`config.mk`:
```
export PLATFORM = sky130hd
export DESIGN_NAME = frame_mean_threshold_flat
export DESIGN_NICKNAME = d
export VERILOG_FILES = /design/src/rtl/frame_mean_threshold_if.sv /design/src/rtl/frame_mean_threshold.sv /design/src/flat_wrapper.sv
export SDC_FILE = /design/constraint.sdc
export NUM_CORES = 1
export LEC_CHECK = 0
export BUFFER_PORTS_ARGS = -buffer_cell sky130_fd_sc_hd__buf_4
export CAP_MARGIN = 10
export CORE_MARGIN = 5
export CORE_UTILIZATION = 60
export DETAILED_ROUTE_END_ITERATION = 10
export PLACE_DENSITY = 0.79
export SYNTH_ARGS = -nofsm -noshare
export SYNTH_HDL_FRONTEND = slang
export SYNTH_SLANG_ARGS = --single-unit
```
`constraint.sdc`:
```
create_clock -name iClk -period 3.4 [get_ports iClk]
set_clock_uncertainty 0.1 [all_clocks]
set_input_delay 0.34 -clock iClk [delete_from_list [all_inputs] [get_ports iClk]]
set_output_delay 0.34 -clock iClk [all_outputs]
set_load 0.02 [all_outputs]
```
`src/rtl/frame_mean_threshold_if.sv`:
```
// Pixel stream, threshold controls and status between the frame source
// and the frame-mean threshold generator.
interface frame_mean_threshold_if;
    logic       iFrameStart;
    logic       iValid;
    logic [7:0] iGray;
    logic       iAuto;
    logic [7:0] iManualThreshold;
    logic [7:0] iOffset;
    logic [7:0] oThreshold;
    logic [7:0] oMean;
    logic       oUpdate;
    logic       oBusy;
    logic       oOverflow;

    modport master (
        output iFrameStart, iValid, iGray, iAuto, iManualThreshold, iOffset,
        input  oThreshold, oMean, oUpdate, oBusy, oOverflow
    );

    modport slave (
        input  iFrameStart, iValid, iGray, iAuto, iManualThreshold, iOffset,
        output oThreshold, oMean, oUpdate, oBusy, oOverflow
    );
endinterface

```
`src/rtl/frame_mean_threshold.sv`:
```
// Per-frame mean of pixel luminance via an iterative restoring divider,
// driving a registered auto (mean + offset) or manual binarisation threshold.
module frame_mean_threshold #(
    parameter int         COUNT_W        = 20,
    parameter logic [7:0] DEFAULT_THRESH = 8'd128
) (
    input logic                  iClk,
    input logic                  iReset,
    frame_mean_threshold_if.slave bus
);

    localparam int SUM_W  = COUNT_W + 8;
    localparam int ITER_W = $clog2(SUM_W);
    localparam logic [COUNT_W-1:0] MAX_COUNT = '1;

    localparam logic [1:0] IDLE   = 2'd0;
    localparam logic [1:0] DIVIDE = 2'd1;
    localparam logic [1:0] DONE   = 2'd2;

    logic [1:0]         state;
    logic [SUM_W-1:0]   sum;
    logic [COUNT_W-1:0] count;
    logic               satFlag;
    logic [SUM_W-1:0]   dividend;
    logic [COUNT_W-1:0] divisor;
    logic               snapFlag;
    logic [SUM_W-1:0]   remainder;
    logic [ITER_W-1:0]  iter;

    logic [SUM_W:0]     remShift;
    logic [SUM_W:0]     divisorExt;
    logic               quotBit;
    logic [SUM_W-1:0]   nextRem;
    logic [SUM_W-1:0]   nextDividend;
    logic [9:0]         autoSum;
    logic [7:0]         autoThresh;
    logic [7:0]         grayIn;

    assign grayIn    = bus.iValid ? bus.iGray : 8'd0;
    assign bus.oBusy = (state == DIVIDE);

    // The dividend register doubles as the quotient: one bit shifts out, one in.
    always_comb begin
        remShift     = {remainder, dividend[SUM_W-1]};
        divisorExt   = {9'd0, divisor};
        quotBit      = (remShift >= divisorExt);
        nextRem      = quotBit ? SUM_W'(remShift - divisorExt) : remShift[SUM_W-1:0];
        nextDividend = {dividend[SUM_W-2:0], quotBit};
    end

    always_comb begin
        autoSum = {2'b00, bus.oMean} + {{2{bus.iOffset[7]}}, bus.iOffset};
        if (autoSum[9])
            autoThresh = 8'd0;
        else if (autoSum[8])
            autoThresh = 8'hFF;
        else
            autoThresh = autoSum[7:0];
    end

    // A pixel arriving with the frame-start pulse opens the new frame's sums.
    always_ff @(posedge iClk) begin
        if (iReset) begin
            sum     <= '0;
            count   <= '0;
            satFlag <= 1'b0;
        end else if (bus.iFrameStart) begin
            sum     <= SUM_W'(grayIn);
            count   <= COUNT_W'(bus.iValid);
            satFlag <= 1'b0;
        end else if (bus.iValid) begin
            if (count != MAX_COUNT) begin
                sum   <= sum + SUM_W'(bus.iGray);
                count <= count + COUNT_W'(1);
            end else begin
                satFlag <= 1'b1;
            end
        end
    end

    always_ff @(posedge iClk) begin
        if (iReset) begin
            state         <= IDLE;
            dividend      <= '0;
            divisor       <= '0;
            snapFlag      <= 1'b0;
            remainder     <= '0;
            iter          <= '0;
            bus.oMean     <= DEFAULT_THRESH;
            bus.oUpdate   <= 1'b0;
            bus.oOverflow <= 1'b0;
        end else begin
            bus.oUpdate <= 1'b0;
            case (state)
                IDLE: begin
                    if (bus.iFrameStart && count != '0) begin
                        dividend  <= sum;
                        divisor   <= count;
                        snapFlag  <= satFlag;
                        remainder <= '0;
                        iter      <= '0;
                        state     <= DIVIDE;
                    end
                end
                DIVIDE: begin
                    remainder <= nextRem;
                    dividend  <= nextDividend;
                    iter      <= iter + ITER_W'(1);
                    // Results land with the DONE transition so they are visible during DONE.
                    if (iter == ITER_W'(SUM_W - 1)) begin
                        bus.oMean     <= nextDividend[7:0];
                        bus.oOverflow <= snapFlag;
                        bus.oUpdate   <= 1'b1;
                        state         <= DONE;
                    end
                end
                DONE:    state <= IDLE;
                default: state <= IDLE;
            endcase
        end
    end

    always_ff @(posedge iClk) begin
        if (iReset)
            bus.oThreshold <= DEFAULT_THRESH;
        else
            bus.oThreshold <= bus.iAuto ? autoThresh : bus.iManualThreshold;
    end

endmodule

```
`src/flat_wrapper.sv`:
```
// flat-port wrapper written by rule: the top's interface ports become plain ports
module frame_mean_threshold_flat 
#(
    parameter int         COUNT_W        = 20,
    parameter logic [7:0] DEFAULT_THRESH = 8'd128
)
  (iClk, iReset, bus_iFrameStart, bus_iValid, bus_iGray, bus_iAuto, bus_iManualThreshold, bus_iOffset, bus_oThreshold, bus_oMean, bus_oUpdate, bus_oBusy, bus_oOverflow);
  frame_mean_threshold_if bus_i ();
  input logic iClk;
  input logic iReset;
  input wire logic [$bits(bus_i.iFrameStart)-1:0] bus_iFrameStart;
  input wire logic [$bits(bus_i.iValid)-1:0] bus_iValid;
  input wire logic [$bits(bus_i.iGray)-1:0] bus_iGray;
  input wire logic [$bits(bus_i.iAuto)-1:0] bus_iAuto;
  input wire logic [$bits(bus_i.iManualThreshold)-1:0] bus_iManualThreshold;
  input wire logic [$bits(bus_i.iOffset)-1:0] bus_iOffset;
  output wire logic [$bits(bus_i.oThreshold)-1:0] bus_oThreshold;
  output wire logic [$bits(bus_i.oMean)-1:0] bus_oMean;
  output wire logic [$bits(bus_i.oUpdate)-1:0] bus_oUpdate;
  output wire logic [$bits(bus_i.oBusy)-1:0] bus_oBusy;
  output wire logic [$bits(bus_i.oOverflow)-1:0] bus_oOverflow;
  assign bus_i.iFrameStart = bus_iFrameStart;
  assign bus_i.iValid = bus_iValid;
  assign bus_i.iGray = bus_iGray;
  assign bus_i.iAuto = bus_iAuto;
  assign bus_i.iManualThreshold = bus_iManualThreshold;
  assign bus_i.iOffset = bus_iOffset;
  assign bus_oThreshold = bus_i.oThreshold;
  assign bus_oMean = bus_i.oMean;
  assign bus_oUpdate = bus_i.oUpdate;
  assign bus_oBusy = bus_i.oBusy;
  assign bus_oOverflow = bus_i.oOverflow;
  frame_mean_threshold #(.COUNT_W(COUNT_W), .DEFAULT_THRESH(DEFAULT_THRESH)) u_core (.iClk(iClk), .iReset(iReset), .bus(bus_i));
endmodule
```
==> flow_metrics.py, run 1 <==
metrics = {
    "finish": {
        "antennaDiodeCount": 0,
        "nFillCells": 1091,
        "final_layout_size_suffix_gt1_frac": 0.1051,
        "fin_nets": 1098,
        "final_area_um2": 9105,
        "area.growth.synth_to_final_pct": 12.42,
    },
    "detailed_routing": {
        "viasPerCell": 5.896,
        "wl_per_cell_um": 15.68,
        "dr.pass1.iters": 5,
        "drt_iter0_markers": 635,
        "drc": 0,
        "wl_um": 19020,
        "num_vias": 7152,
        "ant_nets": 0,
    },
    "critical_path": {
        "reg2reg_slack_ps": 250,
        "crit_arrival_ps": 3340,
        "ff2ff_path_depth": 10,
        "crit_path_max_incr_delay_ps": 570,
        "crit_required_ps": 3590,
        "r2r_start": "u_core.divisor[1]",
        "start_kind": "flop",
        "critPathMaxFanout": 11,
        "slowest_stage": "a2111oi_4",
        "critPathCaptureType": "flop",
        "crit_path_start": "u_core.divisor[1]",
        "crit_cells": 10,
        "crit_path_cell_trace": "inv_1 -> ha_1 -> nor2b_1 -> o2111ai_1 -> a2111oi_4 -> nor4_4 -> o21ai_4 -> buf_4 -> mux2i_1 -> o21ai_0",
        "crit_end": "u_core.remainder[2]",
        "path_buf_inv": 2,
        "path_delay_family": "compound AO/OA/AOI/OAI gates",
        "timing.rr.end": "u_core.remainder[2]",
        "critPathKind": "reg -> reg",
    },
    "die": {
        "core_area_um2": 13240,
        "pin_count": 48,
        "fp.dieArea_um2": 15920,
        "die_h_um": 126.2,
        "std_cell_rows": 42,
        "die_w_um": 126.2,
        "start_util": 0.6116,
    },
    "synth": {
        "synth-edff-count": 0,
        "ys_ff_latch": 151,
        "yosysSeqAreaShare": 0.3732,
        "yosysWarnings": 0,
        "avgSynthCellArea_um2": 8.123,
        "ys_types": 68,
        "synth_flop_cell": "dfxtp_1",
        "async_reset_ff_frac": 0,
        "syn_nets": 1069,
        "postSynthCellCount": 997,
        "synth_area_um2": 8099,
    },
    "timing": {
        "fmax_mhz": 317.6,
        "setup_tns_ps": 0,
        "finalSetupViolCount": 0,
        "worst_slew_pin_slew_ps": 854.2,
        "slew_headroom": 0.4267,
        "fin_crit_sh": 0.9260,
        "layout_min_cycle_time_ps": 3148,
        "fin_hold_ws_ps": 86.73,
        "maxSlewViolCount": 0,
        "finalHoldViolations": 0,
        "rsz0062_at_grt": "no",
    },
    "placed_design": {
        "numPortBuffers": 47,
        "place_congestion": 0.9300,
        "postPlaceCellArea_um2": 8561,
        "dp_hpwl_um": 13300,
    },
    "clock_network": {
        "clock_sinks": 151,
        "numCtsBuffers": 17,
        "cts_hold_repair.buffers": 0,
        "clk_pin_slew_ps": 60,
        "cts_max_path_buffers": 2,
        "cts_tree": "built",
        "cts_root_buffer": "clkbuf_16",
        "h-tree-depth": 4,
        "clock_latency_ps": 430,
    },
    "job": {
        "maxCapViolCount": 0,
    },
    "worst_hold_path": {
        "min_from": "bus_iManualThreshold[7]",
        "hold_class": "in -> reg",
    },
    "status": {
        "status": "finished, final reports clean",
    },
    "pwr": {
        "powerDensity_nw_per_um2": 508.0,
        "p_leak_nw": 3.493,
        "peakVddDrop_mv": 0.3825,
        "p_total_mw": 4.625,
    },
    "global_route": {
        "grt_overflow": 0,
        "grt_pass1_vias": 6708,
        "grt_max_degree": 55,
        "grtUsageTotal": 0.2426,
        "antenna_found_initial": 0,
        "grt_pass1_wl_um": 32420,
    },
}
## per-layer routing
layer | GRT usage | routed length, µm
met5 | 0 | 0
met4 | 0.06940 | 271
met3 | 0.04318 | 932
met2 | 0.3969 | 8971
met1 | 0.3302 | 8849
## worst register-to-register path: stages (launching register included)
cell       delay, ps
dfxtp_1          370
inv_1             60
ha_1             280
nor2b_1          190
o2111ai_1        250
a2111oi_4        570
nor4_4           130
o21ai_4          450
buf_4            300
mux2i_1          230
o21ai_0           90
## per-stage QoR
step,cells,utilization,setup WS [ps]
2_1_floorplan,997,-,682.3
3_3_place_gp,1183,0.6464,341.1
3_5_place_dp,1183,0.6464,212.0
4_1_cts,1213,0.6869,199.3
5_1_grt,1213,0.6875,41.73
6_report,1213,0.6875,251.7
## worst min-delay path by stage
stage	to	slack, ps	cells after the start
after global routing	u_core.bus.oThreshold[7]	80	3
after detailed placement	u_core.divisor[17]	350	2
final	u_core.bus.oThreshold[7]	90	3
after CTS	u_core.bus.oThreshold[7]	70	3
after floorplan	u_core.remainder[27]	320	2
after global placement	u_core.remainder[27]	340	2
## synthesized netlist by cell type (all sizes together) (3+ instances only)
library cell    n  share of area
a21o           11          0.010
nor2b           3         0.0023
nor4            5         0.0046
nand4          15          0.012
or4             3         0.0028
o211ai         13          0.012
xor2           33          0.036
a221oi          7         0.0076
o21bai          4         0.0037
a31o            5         0.0054
a31oi          10         0.0077
a21boi          3         0.0028
fa              3         0.0074
nand3b          4         0.0037
a221o           4         0.0049
nor2           92          0.043
a211oi          4         0.0037
dfxtp         151           0.37
xnor2          33          0.036
o31ai           3         0.0028
and2            9         0.0071
o21ai          46          0.030
nand2         146          0.068
nand3          27          0.017
inv            35          0.016
nor3           23          0.014
a22oi          27          0.025
or3            13          0.011
o21a            6         0.0056
mux2i          21          0.026
ha             40          0.062
buf             9         0.0071
and4            5         0.0056
nand2b          6         0.0046
nand4b          5         0.0054
a21oi         102          0.063
and3            9         0.0073
clkbuf         42          0.022
## state kept, by name, summed over array words and instances, names as in the netlist, 2 cells and up
| signal | flops |
|---|---|
| u_core.iter | 5 |
| u_core.dividend | 28 |
| u_core.remainder | 28 |
| u_core.bus.oThreshold | 8 |
| u_core.sum | 28 |
| u_core.count | 20 |
| u_core.divisor | 20 |
| u_core.state | 2 |
| u_core.bus.oMean | 8 |
## layout by cell type (no fill, tap or decap), types with 7 or more instances in the layout
cell type / netlist / layout
a21o_1: 10 / 10
a21oi_1: 102 / 102
a221oi_1: 7 / 7
a22oi_1: 27 / 27
a31oi_1: 10 / 10
and2_1: 7 / 7
and3_1: 7 / 7
buf_4: 1 / 60
clkbuf_16: 0 / 17
dfxtp_1: 151 / 151
ha_1: 40 / 40
inv_1: 35 / 35
mux2i_1: 21 / 21
nand2_1: 146 / 146
nand3_1: 27 / 27
nand4_1: 15 / 15
nor2_1: 92 / 91
nor3_1: 23 / 23
o211ai_1: 13 / 13
o21ai_0: 42 / 42
or3_1: 12 / 12
xnor2_1: 33 / 33
xor2_1: 33 / 33
## cell families (layout without fill, tap and decap cells)
kind of cell,after synthesis,in the layout,share of synthesized area
xor gates and xnor gates,66,66,0.07137
DFF,151,151,0.3732
adders and majority gates,43,43,0.06921
AOI/OAI and AO/OA,259,259,0.2021
and+or+nand+nor,370,370,0.2115
buffers and inverters,86,126,0.04527
muxes,22,22,0.02734
## power breakdown
group	total, mW	internal [mW]	switching, mW
combinational	1.02	0.417	0.605
clock	1.74	0.998	0.741
sequential	1.86	1.82	0.0448
## area by class of cell
class / count / area [µm²] / share of cell area
clock buffer: 19 / 432.9 / 0.04755
clock inverter: 11 / 102.6 / 0.01127
inverter: 35 / 131.4 / 0.01443
multi-input combinational: 760 / 4725 / 0.5189
sequential: 151 / 3023 / 0.3320
tap: 176 / 220.2 / 0.02419
timing repair buffer: 61 / 470.5 / 0.05167
## repair_timing
item,4_1_cts,5_1_grt
setup buffers,0,0
endpoints found under the setup margin,0,3
resized for setup,0,1
Power figures use the tool's default switching activity.
==> inputs of run 2 (changes only) <==
--- a/config.mk
+++ b/config.mk
@@ -7,7 +7,7 @@
 export LEC_CHECK = 0
 export BUFFER_PORTS_ARGS = -buffer_cell sky130_fd_sc_hd__buf_4
 export CAP_MARGIN = 10
-export CORE_MARGIN = 5
+export CORE_MARGIN = 2
 export CORE_UTILIZATION = 60
 export DETAILED_ROUTE_END_ITERATION = 10
 export PLACE_DENSITY = 0.79
==> constraint.sdc (replaced) <==
create_clock -name iClk -period 3.8 [get_ports iClk]
set_clock_uncertainty 0.1 [all_clocks]
set_input_delay 0.38 -clock iClk [delete_from_list [all_inputs] [get_ports iClk]]
set_output_delay 0.38 -clock iClk [all_outputs]
set_load 0.02 [all_outputs]
==> run 2 against run 1 <==
  * Clock power up 3%
  * Register-to-register slack better by 310 ps
  * Critical path depth is 1 lower
  * Count of clock-buffer cells in the layout stayed put
  * Fmax is 2.9% lower
  * Core utilization increased by 0.45 points
  * Combinational power fell by 12%
  * Global-route usage is 2.4 points higher
  * Routed wire length decreased by 1.9%
  * Die area shrank 9.3%
  * Highest routed layer unchanged
==> flow_metrics.py, run 2 (synthesis results as in run 1) <==
metrics = {
    "global_route": {
        "grt_overflow": 0,
        "grt_pass1_vias": 6758,
        "antenna_found_initial": 0,
        "grt_pass1_wl_um": 31580,
        "grt_max_degree": 48,
        "grtUsageTotal": 0.2662,
    },
    "clock_network": {
        "cts_hold_repair.buffers": 0,
        "h-tree-depth": 4,
        "post_cts_buffers": 0,
        "numCtsBuffers": 17,
        "cts_tree": "built",
        "cts_root_buffer": "clkbuf_16",
        "post_cts_resized": 0,
        "clock_latency_ps": 440,
        "cts_max_path_buffers": 2,
        "clock_sinks": 151,
        "clk_pin_slew_ps": 60,
    },
    "detailed_routing": {
        "num_vias": 7110,
        "ant_nets": 0,
        "drc": 0,
        "viasPerCell": 5.881,
        "dr.pass1.iters": 5,
        "drt_iter0_markers": 515,
        "wl_per_cell_um": 15.44,
        "wl_um": 18660,
    },
    "die": {
        "fp.dieArea_um2": 14440,
        "core_area_um2": 13190,
        "start_util": 0.6140,
        "pin_count": 48,
        "die_w_um": 120.2,
        "die_h_um": 120.2,
        "std_cell_rows": 42,
    },
    "timing": {
        "finalHoldViolations": 0,
        "slew_headroom": 0.1973,
        "maxSlewViolCount": 0,
        "fmax_mhz": 308.5,
        "setup_tns_ps": 0,
        "rsz0062_at_grt": "no",
        "finalSetupViolCount": 0,
        "worst_slew_pin_slew_ps": 1203,
        "layout_min_cycle_time_ps": 3241,
        "fin_crit_sh": 0.8529,
    },
    "critical_path": {
        "crit_path_max_incr_delay_ps": 630,
        "crit_path_cell_trace": "inv_1 -> ha_1 -> nor2b_1 -> o2111ai_1 -> a2111oi_4 -> nor4_2 -> o21ai_4 -> nor2_1 -> a221o_1",
        "critPathMaxFanout": 19,
        "reg2reg_slack_ps": 560,
        "path_delay_family": "compound AO/OA/AOI/OAI gates",
        "ff2ff_path_depth": 9,
        "path_buf_inv": 1,
        "slowest_stage": "o21ai_4",
        "timing.rr.end": "u_core.remainder[14]",
        "start_kind": "flop",
        "crit_arrival_ps": 3460,
        "critPathCaptureType": "flop",
        "critPathKind": "reg -> reg",
        "crit_required_ps": 4020,
        "r2r_start": "u_core.divisor[1]",
    },
    "finish": {
        "largestRegisters": "u_core.dividend: 28 flops, u_core.remainder: 28 flops, u_core.sum: 28 flops",
        "final_common_cell": "dfxtp_1",
        "final_layout_size_suffix_gt1_frac": 0.1016,
        "final_cell_mix": "dfxtp_1, nand2_1, a21oi_1, nor2_1, buf_4",
        "area.growth.synth_to_final_pct": 12.71,
        "fin_cells": 1209,
        "fin_nets": 1092,
        "antennaDiodeCount": 0,
        "final_util": 0.6921,
    },
    "placed_design": {
        "place_congestion": 0.9346,
        "numPortBuffers": 47,
        "dp_hpwl_um": 12730,
        "dp.cells": 1177,
    },
    "pwr": {
        "peakVddDrop_mv": 0.3296,
        "powerDensity_nw_per_um2": 477.8,
        "p_leak_nw": 3.507,
    },
    "job": {
        "maxCapViolCount": 0,
    },
    "status": {
        "status": "finished, final reports clean",
    },
    "worst_hold_path": {
        "min_to": "u_core.bus.oThreshold[7]",
        "hold_class": "in -> reg",
        "min_from": "bus_iManualThreshold[7]",
        "whs_path_depth": 3,
    },
}
==> run 2: how the worst max path moves through the flow <==
| stage | startpoint | end | cells after the start | slack (ps) |
|---|---|---|---|---|
| 2_1_floorplan | u_core.divisor[1] | u_core.remainder[22] | 9 | 1080 |
| 3_3_place_gp | u_core.divisor[1] | u_core.remainder[7] | 9 | 710 |
| 3_5_place_dp | u_core.divisor[1] | u_core.remainder[14] | 9 | 620 |
| 4_1_cts | u_core.divisor[1] | u_core.remainder[14] | 9 | 570 |
| 5_1_grt | u_core.divisor[1] | u_core.remainder[15] | 9 | 330 |
| 6_report | u_core.divisor[1] | u_core.remainder[14] | 9 | 560 |
==> run 2: per-layer routing <==
metal / routed length [µm] / GRT usage / vias up
li1: - / - / 3571
met1: 8651 / 0.3488 / 3325
met2: 8633 / 0.4290 / 186
met3: 1028 / 0.06745 / 28
met4: 350 / 0.08971 / 0
met5: 0 / 0 / -
==> run 2: layout make-up <==
cell class / count / area [µm²]
well taps: 176 / 220.2
inverters: 35 / 131.4
clock inverters: 13 / 192.7
multi-input cells: 760 / 4716
flip-flops and latches: 151 / 3023
repair buffers: 55 / 412.9
clock buffers: 19 / 432.9
fillers: 1052 / 4061
==> run 2: worst register-to-register path, stage by stage, from the launching register on <==
cell,delay [ps]
dfxtp_1,370
inv_1,60
ha_1,280
nor2b_1,170
o2111ai_1,250
a2111oi_4,500
nor4_2,170
o21ai_4,630
nor2_1,210
a221o_1,390
==> run 2: power breakdown <==
part | internal, mW | switching, mW
Combinational | 0.361 | 0.536
Sequential | 1.63 | 0.0369
Clock | 1.11 | 0.692
Total | 3.10 | 1.27
==> run 2: metrics by stage <==
stage	worst slack [ps]	power (mW)	instance area (µm²)	hold WS, ps
6_report	558.9	4.361	9129	105.5
3_3_place_gp	708.4	2.565	8503	343.1
4_1_cts	565.6	4.357	9129	107.2
3_5_place_dp	616.7	2.579	8503	347.1
2_1_floorplan	1082	2.386	8099	319.9
5_1_grt	328.8	4.543	9129	123.8
